<file path="config.mk">
export PLATFORM = sky130hd
export DESIGN_NAME = spi_responder
export DESIGN_NICKNAME = d
export VERILOG_FILES = /design/src/rtl/spi_resp_pkg.sv /design/src/rtl/spi_resp_sync.sv /design/src/rtl/spi_responder.sv
export SDC_FILE = /design/constraint.sdc
export NUM_CORES = 2
export LEC_CHECK = 0
export ABC_AREA = 1
export BUFFER_PORTS_ARGS = -buffer_cell sky130_fd_sc_hd__buf_2
export CAP_MARGIN = 20
export CORE_MARGIN = 2
export CORE_UTILIZATION = 40
export DETAILED_ROUTE_END_ITERATION = 6
export PLACE_DENSITY = 0.52
export SYNTH_ARGS = -nofsm -noshare
export SYNTH_HDL_FRONTEND = slang
export SYNTH_SLANG_ARGS = --single-unit
</file>
<file path="constraint.sdc">
create_clock -name spi_clk -period 2.6 [get_ports spi_clk]
set_input_delay 0.52 -clock spi_clk [delete_from_list [all_inputs] [get_ports spi_clk]]
set_output_delay 0.52 -clock spi_clk [all_outputs]
set_load 0.05 [all_outputs]
</file>
<file path="src/rtl/spi_resp_pkg.sv">
// Shared types and constants for the SPI mode-3 responder.
package spi_resp_pkg;

  typedef enum logic [2:0] {
    IDLE = 3'd0,
    CMD  = 3'd1,
    RD   = 3'd2,
    WR   = 3'd3,
    DONE = 3'd4
  } state_t;

  localparam int   RW_BIT   = 7;
  localparam int   MB_BIT   = 6;
  localparam logic IDLE_SDO = 1'b1;

endpackage

</file>
<file path="src/rtl/spi_resp_sync.sv">
// N-stage synchronizer with a selectable reset level.
module spi_resp_sync #(
  parameter int   N       = 2,
  parameter logic RST_VAL = 1'b0
) (
  input  logic clk,
  input  logic rst_n,
  input  logic d,
  output logic q
);

  logic [N-1:0] chain;

  always_ff @(posedge clk or negedge rst_n) begin
    if (!rst_n) chain <= {N{RST_VAL}};
    else        chain <= {chain[N-2:0], d};
  end

  assign q = chain[N-1];

endmodule

</file>
<file path="src/rtl/spi_responder.sv">
// SPI mode-3 responder with an internal register file and a host-side port.
// Optional SPI write protection of RO_MASK registers: define SPI_RESP_WPROT_EN.
module spi_responder
  import spi_resp_pkg::*;
#(
  parameter int          ADDR_W      = 6,
  parameter int          SYNC_STAGES = 2,
  parameter logic [63:0] RO_MASK     = 64'h0
) (
  input  logic              spi_clk,
  input  logic              reset_n,
  input  logic              SPI_CLK,
  input  logic              SPI_CSN,
  input  logic              SPI_SDI,
  output logic              SPI_SDO,
  output logic              SPI_SDO_OE,
  input  logic [ADDR_W-1:0] host_addr,
  input  logic              host_we,
  input  logic [7:0]        host_wdata,
  output logic [7:0]        host_rdata,
  output logic              wr_strobe,
  output logic [ADDR_W-1:0] wr_addr,
  output logic [7:0]        wr_data,
  output logic              busy,
  output logic              frame_done,
  output state_t            dbg_state
);

  localparam int DEPTH = 2 ** ADDR_W;
`ifdef SPI_RESP_WPROT_EN
  localparam logic WPROT_ON = 1'b1;
`else
  localparam logic WPROT_ON = 1'b0;
`endif

  logic sclk_s, csn_s, sdi_s;
  logic sclk_d, csn_d;

  spi_resp_sync #(.N(SYNC_STAGES), .RST_VAL(1'b1)) u_sync_clk (
    .clk(spi_clk), .rst_n(reset_n), .d(SPI_CLK), .q(sclk_s)
  );
  spi_resp_sync #(.N(SYNC_STAGES), .RST_VAL(1'b1)) u_sync_csn (
    .clk(spi_clk), .rst_n(reset_n), .d(SPI_CSN), .q(csn_s)
  );
  spi_resp_sync #(.N(SYNC_STAGES), .RST_VAL(1'b0)) u_sync_sdi (
    .clk(spi_clk), .rst_n(reset_n), .d(SPI_SDI), .q(sdi_s)
  );

  always_ff @(posedge spi_clk or negedge reset_n) begin
    if (!reset_n) begin
      sclk_d <= 1'b1;
      csn_d  <= 1'b1;
    end else begin
      sclk_d <= sclk_s;
      csn_d  <= csn_s;
    end
  end

  logic rise, fall, csn_fall, csn_rise;
  assign rise     = sclk_s & ~sclk_d;
  assign fall     = ~sclk_s & sclk_d;
  assign csn_fall = ~csn_s & csn_d;
  assign csn_rise = csn_s & ~csn_d;

  state_t            state;
  logic [2:0]        bit_cnt;
  logic [7:0]        shift;
  logic              mb;
  logic [ADDR_W-1:0] addr;
  logic [7:0]        mem [DEPTH];

  logic [7:0] next_byte;
  logic       byte_end, abort, writable, spi_commit;

  assign next_byte  = {shift[6:0], sdi_s};
  assign byte_end   = rise && (bit_cnt == 3'd7);
  assign abort      = csn_s && (state != IDLE);
  assign writable   = ~(WPROT_ON & RO_MASK[addr]);
  // A frame ending on the same cycle as the 8th rise never commits.
  assign spi_commit = (state == WR) && !abort && byte_end && writable;

  always_ff @(posedge spi_clk or negedge reset_n) begin
    if (!reset_n) begin
      state      <= IDLE;
      bit_cnt    <= 3'd0;
      shift      <= 8'h00;
      mb         <= 1'b0;
      addr       <= '0;
      SPI_SDO    <= IDLE_SDO;
      SPI_SDO_OE <= 1'b0;
      wr_strobe  <= 1'b0;
      wr_addr    <= '0;
      wr_data    <= 8'h00;
      frame_done <= 1'b0;
    end else begin
      wr_strobe  <= 1'b0;
      frame_done <= csn_rise;
      if (abort) begin
        state      <= IDLE;
        SPI_SDO    <= IDLE_SDO;
        SPI_SDO_OE <= 1'b0;
      end else begin
        case (state)
          IDLE: begin
            SPI_SDO    <= IDLE_SDO;
            SPI_SDO_OE <= 1'b0;
            if (csn_fall) begin
              bit_cnt <= 3'd0;
              state   <= CMD;
            end
          end
          CMD: begin
            if (rise) begin
              shift   <= next_byte;
              bit_cnt <= bit_cnt + 3'd1;
              if (bit_cnt == 3'd7) begin
                mb    <= next_byte[MB_BIT];
                addr  <= next_byte[ADDR_W-1:0];
                state <= next_byte[RW_BIT] ? RD : WR;
              end
            end
          end
          RD: begin
            if (fall) begin
              SPI_SDO_OE <= 1'b1;
              // Byte start samples the register as it stands this cycle.
              if (bit_cnt == 3'd0) begin
                SPI_SDO <= mem[addr][7];
                shift   <= {mem[addr][6:0], 1'b0};
              end else begin
                SPI_SDO <= shift[7];
                shift   <= {shift[6:0], 1'b0};
              end
            end
            if (rise) begin
              bit_cnt <= bit_cnt + 3'd1;
              if (bit_cnt == 3'd7) begin
                if (mb) addr  <= addr + 1'b1;
                else    state <= DONE;
              end
            end
          end
          WR: begin
            if (rise) begin
              shift   <= next_byte;
              bit_cnt <= bit_cnt + 3'd1;
              if (bit_cnt == 3'd7) begin
                if (spi_commit) begin
                  wr_strobe <= 1'b1;
                  wr_addr   <= addr;
                  wr_data   <= next_byte;
                end
                if (mb) addr  <= addr + 1'b1;
                else    state <= DONE;
              end
            end
          end
          DONE: begin
            SPI_SDO    <= IDLE_SDO;
            SPI_SDO_OE <= 1'b1;
          end
          default: state <= IDLE;
        endcase
      end
    end
  end

  // SPI commit is scheduled after the host write so it wins on a collision.
  always_ff @(posedge spi_clk or negedge reset_n) begin
    if (!reset_n) begin
      for (int i = 0; i < DEPTH; i++) mem[i] <= 8'h00;
    end else begin
      if (host_we)    mem[host_addr] <= host_wdata;
      if (spi_commit) mem[addr]      <= next_byte;
    end
  end

  always_ff @(posedge spi_clk or negedge reset_n) begin
    if (!reset_n) host_rdata <= 8'h00;
    else          host_rdata <= mem[host_addr];
  end

  assign busy      = ~csn_s;
  assign dbg_state = state;

endmodule

</file>
[Word-level counts from Yosys, hierarchy flattened]
Index checks and enable logic that the tools add are counted.
Operators by class
  muxes and demuxes: 48
  bitwise logic cells: 11
  add/sub/neg operators: 2
  reduce and logical (&&, ||, !) cells: 27
  equal/unequal tests: 22
  $lt $le $gt $ge: 4
Operators with widths (number)
  $bwmux W512: 2
  $mux W512: 2
  $bmux W8 S6: 2
  $demux W8 S6: 2
  $mux W8: 9
  $mux W6: 5
  $mux W3: 9
  $pmux W8 S2: 1
  $ge A7 B7 Y1 const B: 2
  $lt A7 B1 Y1 const B: 2
  $not A6 Y7: 2
  $reduce_and A7 Y1: 2
  $ne A3 B3 Y1 const B: 4
  $pmux W3 S4: 1
  $pmux W6 S2: 1
  $reduce_and A4 Y1: 3
  $mux W1: 11
  $ne A2 B1 Y1 const B: 5
  $ne A2 B2 Y1 const B: 5
  $add A6 B1 Y6 const B: 1
  $eq A3 B2 Y1 const B: 2
  $eq A3 B3 Y1 const B: 2
  $logic_and A1 B1 Y1: 6
  $logic_not A3 Y1: 2
  other kinds (17): 31
Word-level totals
  input port bits: 20
  output and inout bits: 30
  register bits: 567
  word-level logic and storage cells: 195

[Logic depth before layout (Yosys ltp)]
  depth in word-level cells: 10
  mapped depth: 13

[Cells and area by module]
From an unflattened synthesis, not the netlist that was laid out.
Unflattened totals
  cells, all modules: 5137
  area total of the unflattened synthesis: 34694.5 um2
Modules (own cells, without submodules)
  spi_responder: seq. area each 14042.2 um2, times used 1, area each 34539.4 um2, cells each 5131
  spi_resp_sync at u_sync_clk ...: seq. area each 52.6 um2, times used 2, area each 52.6 um2, cells each 2
  spi_resp_sync at u_sync_sdi: seq. area each 50.0 um2, times used 1, area each 50.0 um2, cells each 2

[Least setup slack after synthesis]
Ideal clock, no wire load.
  kind: register -> register
  start point: register state[0] (netlist: dbg_state[0])
  end point: register mem[134] (netlist name)
  data required time: 2.467 ns
  library setup time: 0.133 ns
  stages on the path, launching flop included: 10
  buffers on the path: 2
  arrival time: 2.156 ns
  period minus slack after synthesis: 2.289 ns
  setup slack: 0.311 ns
  cell sequence: dfrtp_1 > inv_1 > nor2_1 > nand4_1 > buf_2 > nor4_4 > nand2_1 > clkbuf_1 > nand2_1 > o21ai_0
On the way
  cells in the longest elaborated chain, start to end: 6
RTL lines
  start: declaration: RTL line spi_responder.sv:65  | state_t state;
  start signal: assignment: RTL line spi_responder.sv:119  | state <= next_byte[RW_BIT] ? RD : WR;
  $reduce_bool A3 Y1: RTL line spi_responder.sv:77  | assign abort = csn_s && (state != IDLE);
  $logic_and A1 B1 Y1: RTL line spi_responder.sv:77
  $logic_not A1 Y1: RTL line spi_responder.sv:80  | assign spi_commit = (state == WR) && !abort && byte_end && writable;
  $logic_and A1 B1 Y1 * (2 in a row): RTL line spi_responder.sv:80
  $mux W512 *: RTL line spi_responder.sv:174  | if (spi_commit) mem[addr] <= next_byte;
  end signal: indexed assignment: RTL line spi_responder.sv:173  | if (host_we) mem[host_addr] <= host_wdata;
  end signal: indexed assignment: RTL line spi_responder.sv:174
  end: declaration: RTL line spi_responder.sv:70  | logic [7:0] mem [DEPTH];
Mark *: on every way between the ends. The rest lies on a longest branch, timed or not.
A chain may end at the register's enable or synchronous reset.

[Final worst setup path]
  start point: register addr[0]
  end point: register mem[193] (netlist name)
On the way
  cells in the longest elaborated chain, start to end: 7
RTL lines
  start: declaration: RTL line spi_responder.sv:69  | logic [ADDR_W-1:0] addr;
  start signal: assignment: RTL line spi_responder.sv:118  | addr <= next_byte[ADDR_W-1:0];
  start signal: assignment: RTL line spi_responder.sv:138  | if (mb) addr <= addr + 1'b1;
  start signal: assignment: RTL line spi_responder.sv:153  | if (mb) addr <= addr + 1'b1;
  $not A6 Y7 (not written as such) *: RTL line spi_responder.sv:174
  $ge A7 B7 Y1 (not written as such) / $lt A7 B1 Y1 (equally long branches): RTL line spi_responder.sv:174
  $logic_and A1 B1 Y1 (not written as such): RTL line spi_responder.sv:174
  $mux W8 (not written as such): RTL line spi_responder.sv:174
  $demux W8 S6 *: RTL line spi_responder.sv:174
  $bwmux W512 *: RTL line spi_responder.sv:174
  $mux W512 *: RTL line spi_responder.sv:174
Marks and branches as above.

==> reports/qor.yml <==
clock_tree:
  postCtsSetupRepairBufs: 0
  cts.sinks: 567
  cts_root_buffer: "clkbuf_16"
  clock_path_buffers: 3
  clkLatencyLatePin_ns: 0.65
  clk_pin_slew_ns: 0.06
  cts_tree: "built"
  htree_levels: 3
  cts_inserted_buffers: 71
logic_synthesis:
  yosysSeqAreaShare_pct: 41.1
  ys.flop_type: "dfrtp_1"
  synth_cell_types: 37
  ys_seq_elements: 567
  syn_nets: 5121
  synth_edf_count: 0
  async_flop_share_pct: 100
  synthCells: 5097
  synth_area_sq_mm: 0.0345
  synth_warnings: 0
  synth.avg_cell_area_sq_um: 6.77
global_routing:
  grt_pass1_wl_um: 244000
  overflow: 0
  groute.usage.overall_pct: 37.5
  grt_max_degree: 103
  antenna_found_initial: 5
  grt_pass1_vias: 33500
timing:
  fmax_mhz: 398
  finalCritPeriodShare_pct: 96.6
  drv_slew: 0
  finalWorstSetupSlack_ns: 0.0896
  min_period_ns: 2.51
  finClkSkew_ns: 0.0285
  max_slew.worst_pin.slew_ns: 1.20
  maxSlewHeadroom_pct: 19.8
  rsz0062_at_grt: "yes"
  setup_violations: 0
  hold_viol: 0
detailed_routing:
  drtAntennaViolNets: 0
  routed_wl_um: 169000
  drt_first_pass_iters: 6
  dr_total_vias: 36800
  drc_errors: 0
  viasPerCell: 5.82
  drtIter0Drc: 4754
  wl_per_cell_um: 26.7
die:
  initial_utilization_pct: 40.5
  die_h_um: 298
  coreArea_sq_mm: 0.0853
  die_w_um: 298
  rows: 107
  io_pins: 50
  dieArea_sq_mm: 0.0887
power_and_ir_drop:
  p_leak_nw: 20.5
  p_per_area_mw_per_mm2: 969
  vdd_drop_max_uv: 540
placement:
  gp_congestion: 0.997
  port_buffers: 49
  dp_hpwl_um: 113000
  pre_cts_ws_ns: -0.0213
final_layout:
  post-route-util_pct: 47.2
  syn_to_final_growth_pct: 16.7
  drive_gt1_share_pct: 11.0
  nFillCells: 8906
  regArea_sq_mm: 0.0142
  fin_nets: 5156
  multiInputGateArea_sq_mm: 0.0175
critical_path:
  cp_common_cell: "nand2_1"
  r2r_start: "addr[0]"
  cp.buffers_inverters: 2
  cp-start-kind: "flop"
  cp.depth: 6
  cp_max_fo: 16
  critical_path_class: "flop to flop"
  end_kind: "flop"
  crit_family: "simple AND/OR/NAND/NOR gates"
  worstPathArrival_ns: 3.02
  timing.rr.end: "mem[193]"
  rrSetupSlack_ns: 0.09
  required_ns: 3.11
  worstRegToRegCells: 6
  path_cells: "inv_4, nor2_2, buf_4, nand2_1, nand2_1, o21ai_0"
  slowest_stage: "nor2_2"
  max_stage_delay_ns: 0.94
outcome:
  status: "finished clean"
min_path:
  hold_class: "flop to flop"
  holdCritStartpoint: "u_sync_sdi.chain[0]"
  whs_path_depth: 0
  hold_end: "u_sync_sdi.chain[1]"
job:
  maxCapViolCount: 0
## how the worst max path moves through the flow
stage | slack (ns) | start | endpoint
final | 0.09 | addr[0] | mem[193]
after floorplan | 0.31 | dbg_state[0] | mem[134]
after global placement | 0.02 | host_addr[0] | mem[9]
after detailed placement | -0.02 | host_addr[0] | mem[72]
after global routing | -0.12 | bit_cnt[1] | mem[458]
after CTS | 0.06 | bit_cnt[1] | mem[473]
## what timing repair did
item	in CTS	in global routing
resized for setup	0	36
endpoints found under the setup margin	0	180
hold buffers	4	0
hold endpoints to repair	32	0
## layout make-up
class | instances | share of cell area [%]
flip-flops and latches | 567 | 35.2
multi-input cells | 3761 | 43.5
clock buffers | 99 | 5.30
well taps | 1144 | 3.55
clock inverters | 26 | 1.07
repair buffers | 351 | 7.79
diodes | 1 | 0.00621
inverters | 380 | 3.56
## metrics by stage
| stage | power, mW | cell area (sq um) | hold slack, ns | cells | TNS, ns |
|---|---|---|---|---|---|
| 4_1_cts | 38.5 | 40200 | 0.354 | 6328 | 0 |
| 3_5_place_dp | 27.4 | 37600 | 0.342 | 6199 | -0.0535 |
| 3_3_place_gp | 27.3 | 37600 | 0.333 | 6199 | 0 |
| 6_report | 39.0 | 40300 | 0.347 | 6329 | 0 |
| 2_1_floorplan | 19.9 | 34500 | 0.224 | 5097 | 0 |
| 5_1_grt | 40.7 | 40300 | 0.360 | 6329 | -1.74 |
## placed cells by master, fill, tap and decap left out, types with 4 or more instances in the layout
cell type,synthesis,final
nor3_2,8,9
dlygate4sd3_1,0,4
nor2_1,220,216
dfstp_2,7,7
clkbuf_16,0,74
o22ai_1,76,76
nor3_1,10,9
buf_2,36,48
nand3_2,0,4
clkbuf_1,340,6
o21ai_1,9,15
clkinv_2,0,12
buf_12,0,47
nand2_1,1728,1698
buf_4,0,250
inv_2,2,18
nand4_1,36,36
o211ai_1,162,162
clkbuf_8,0,19
nand3_1,83,79
o21ai_0,1244,1238
bufinv_16,0,11
dfrtp_1,560,559
inv_1,373,356
ha_1,4,4
nand2_2,0,30
nor2_2,3,4
a21oi_1,44,44
or2_2,16,16
a22oi_1,93,93
## cells in the mapped netlist, drive strengths merged (5+ instances only)
cell,instances,area share [%]
nand2,1728,19
o21ai,1253,18
dfrtp,560,41
inv,375,4.1
clkbuf,340,3.7
nor2,223,2.4
o211ai,162,3.5
a22oi,93,2.0
nand3,83,1.2
o22ai,76,1.4
buf,49,0.66
a21oi,44,0.64
nand4,36,0.65
nor3,20,0.47
or2,16,0.29
dfstp,7,0.53
clkinv,5,0.054
## flip-flops by register name, summed over array words and instances (netlist names), 2 cells and up
signal            cells
u_sync_csn.chain      2
bit_cnt               3
dbg_state             3
u_sync_sdi.chain      2
addr                  6
u_sync_clk.chain      2
wr_addr               6
shift                 8
wr_data               8
host_rdata            8
mem                 512
## power breakdown
group | internal [mW] | switching, mW
combinational | 4.79 | 11.0
clock | 6.81 | 4.28
sequential | 10.5 | 1.66
## metal layers
layer  routed length (um)  up-vias  GRT usage (%)
li1                     -    16900              -
met1                71800    17400           52.5
met2                72000     2056           56.0
met3                16700      392           7.23
met4                 8550        0           16.9
met5                    0        -              0
## kinds of logic (layout without fill, tap and decap cells)
group           count (synthesis)  after routing  share of synthesized area (%)
simple gates                 2114           2114                           24.2
compound gates               1642           1642                           26.1
buf+inv                       769            856                           8.49
flops                         567            567                           41.1
fa+ha+maj                       4              4                          0.145
xor+xnor                        1              1                         0.0254
other cells                     0              1                              0
## worst register-to-register path: stages (launching register included)
cell and delay [ns]:
dfrtp_4 0.48, inv_4 0.12, nor2_2 0.94, buf_4 0.31
nand2_1 0.31, nand2_1 0.14, o21ai_0 0.08
Note: power is estimated with default switching activity, not from simulation.
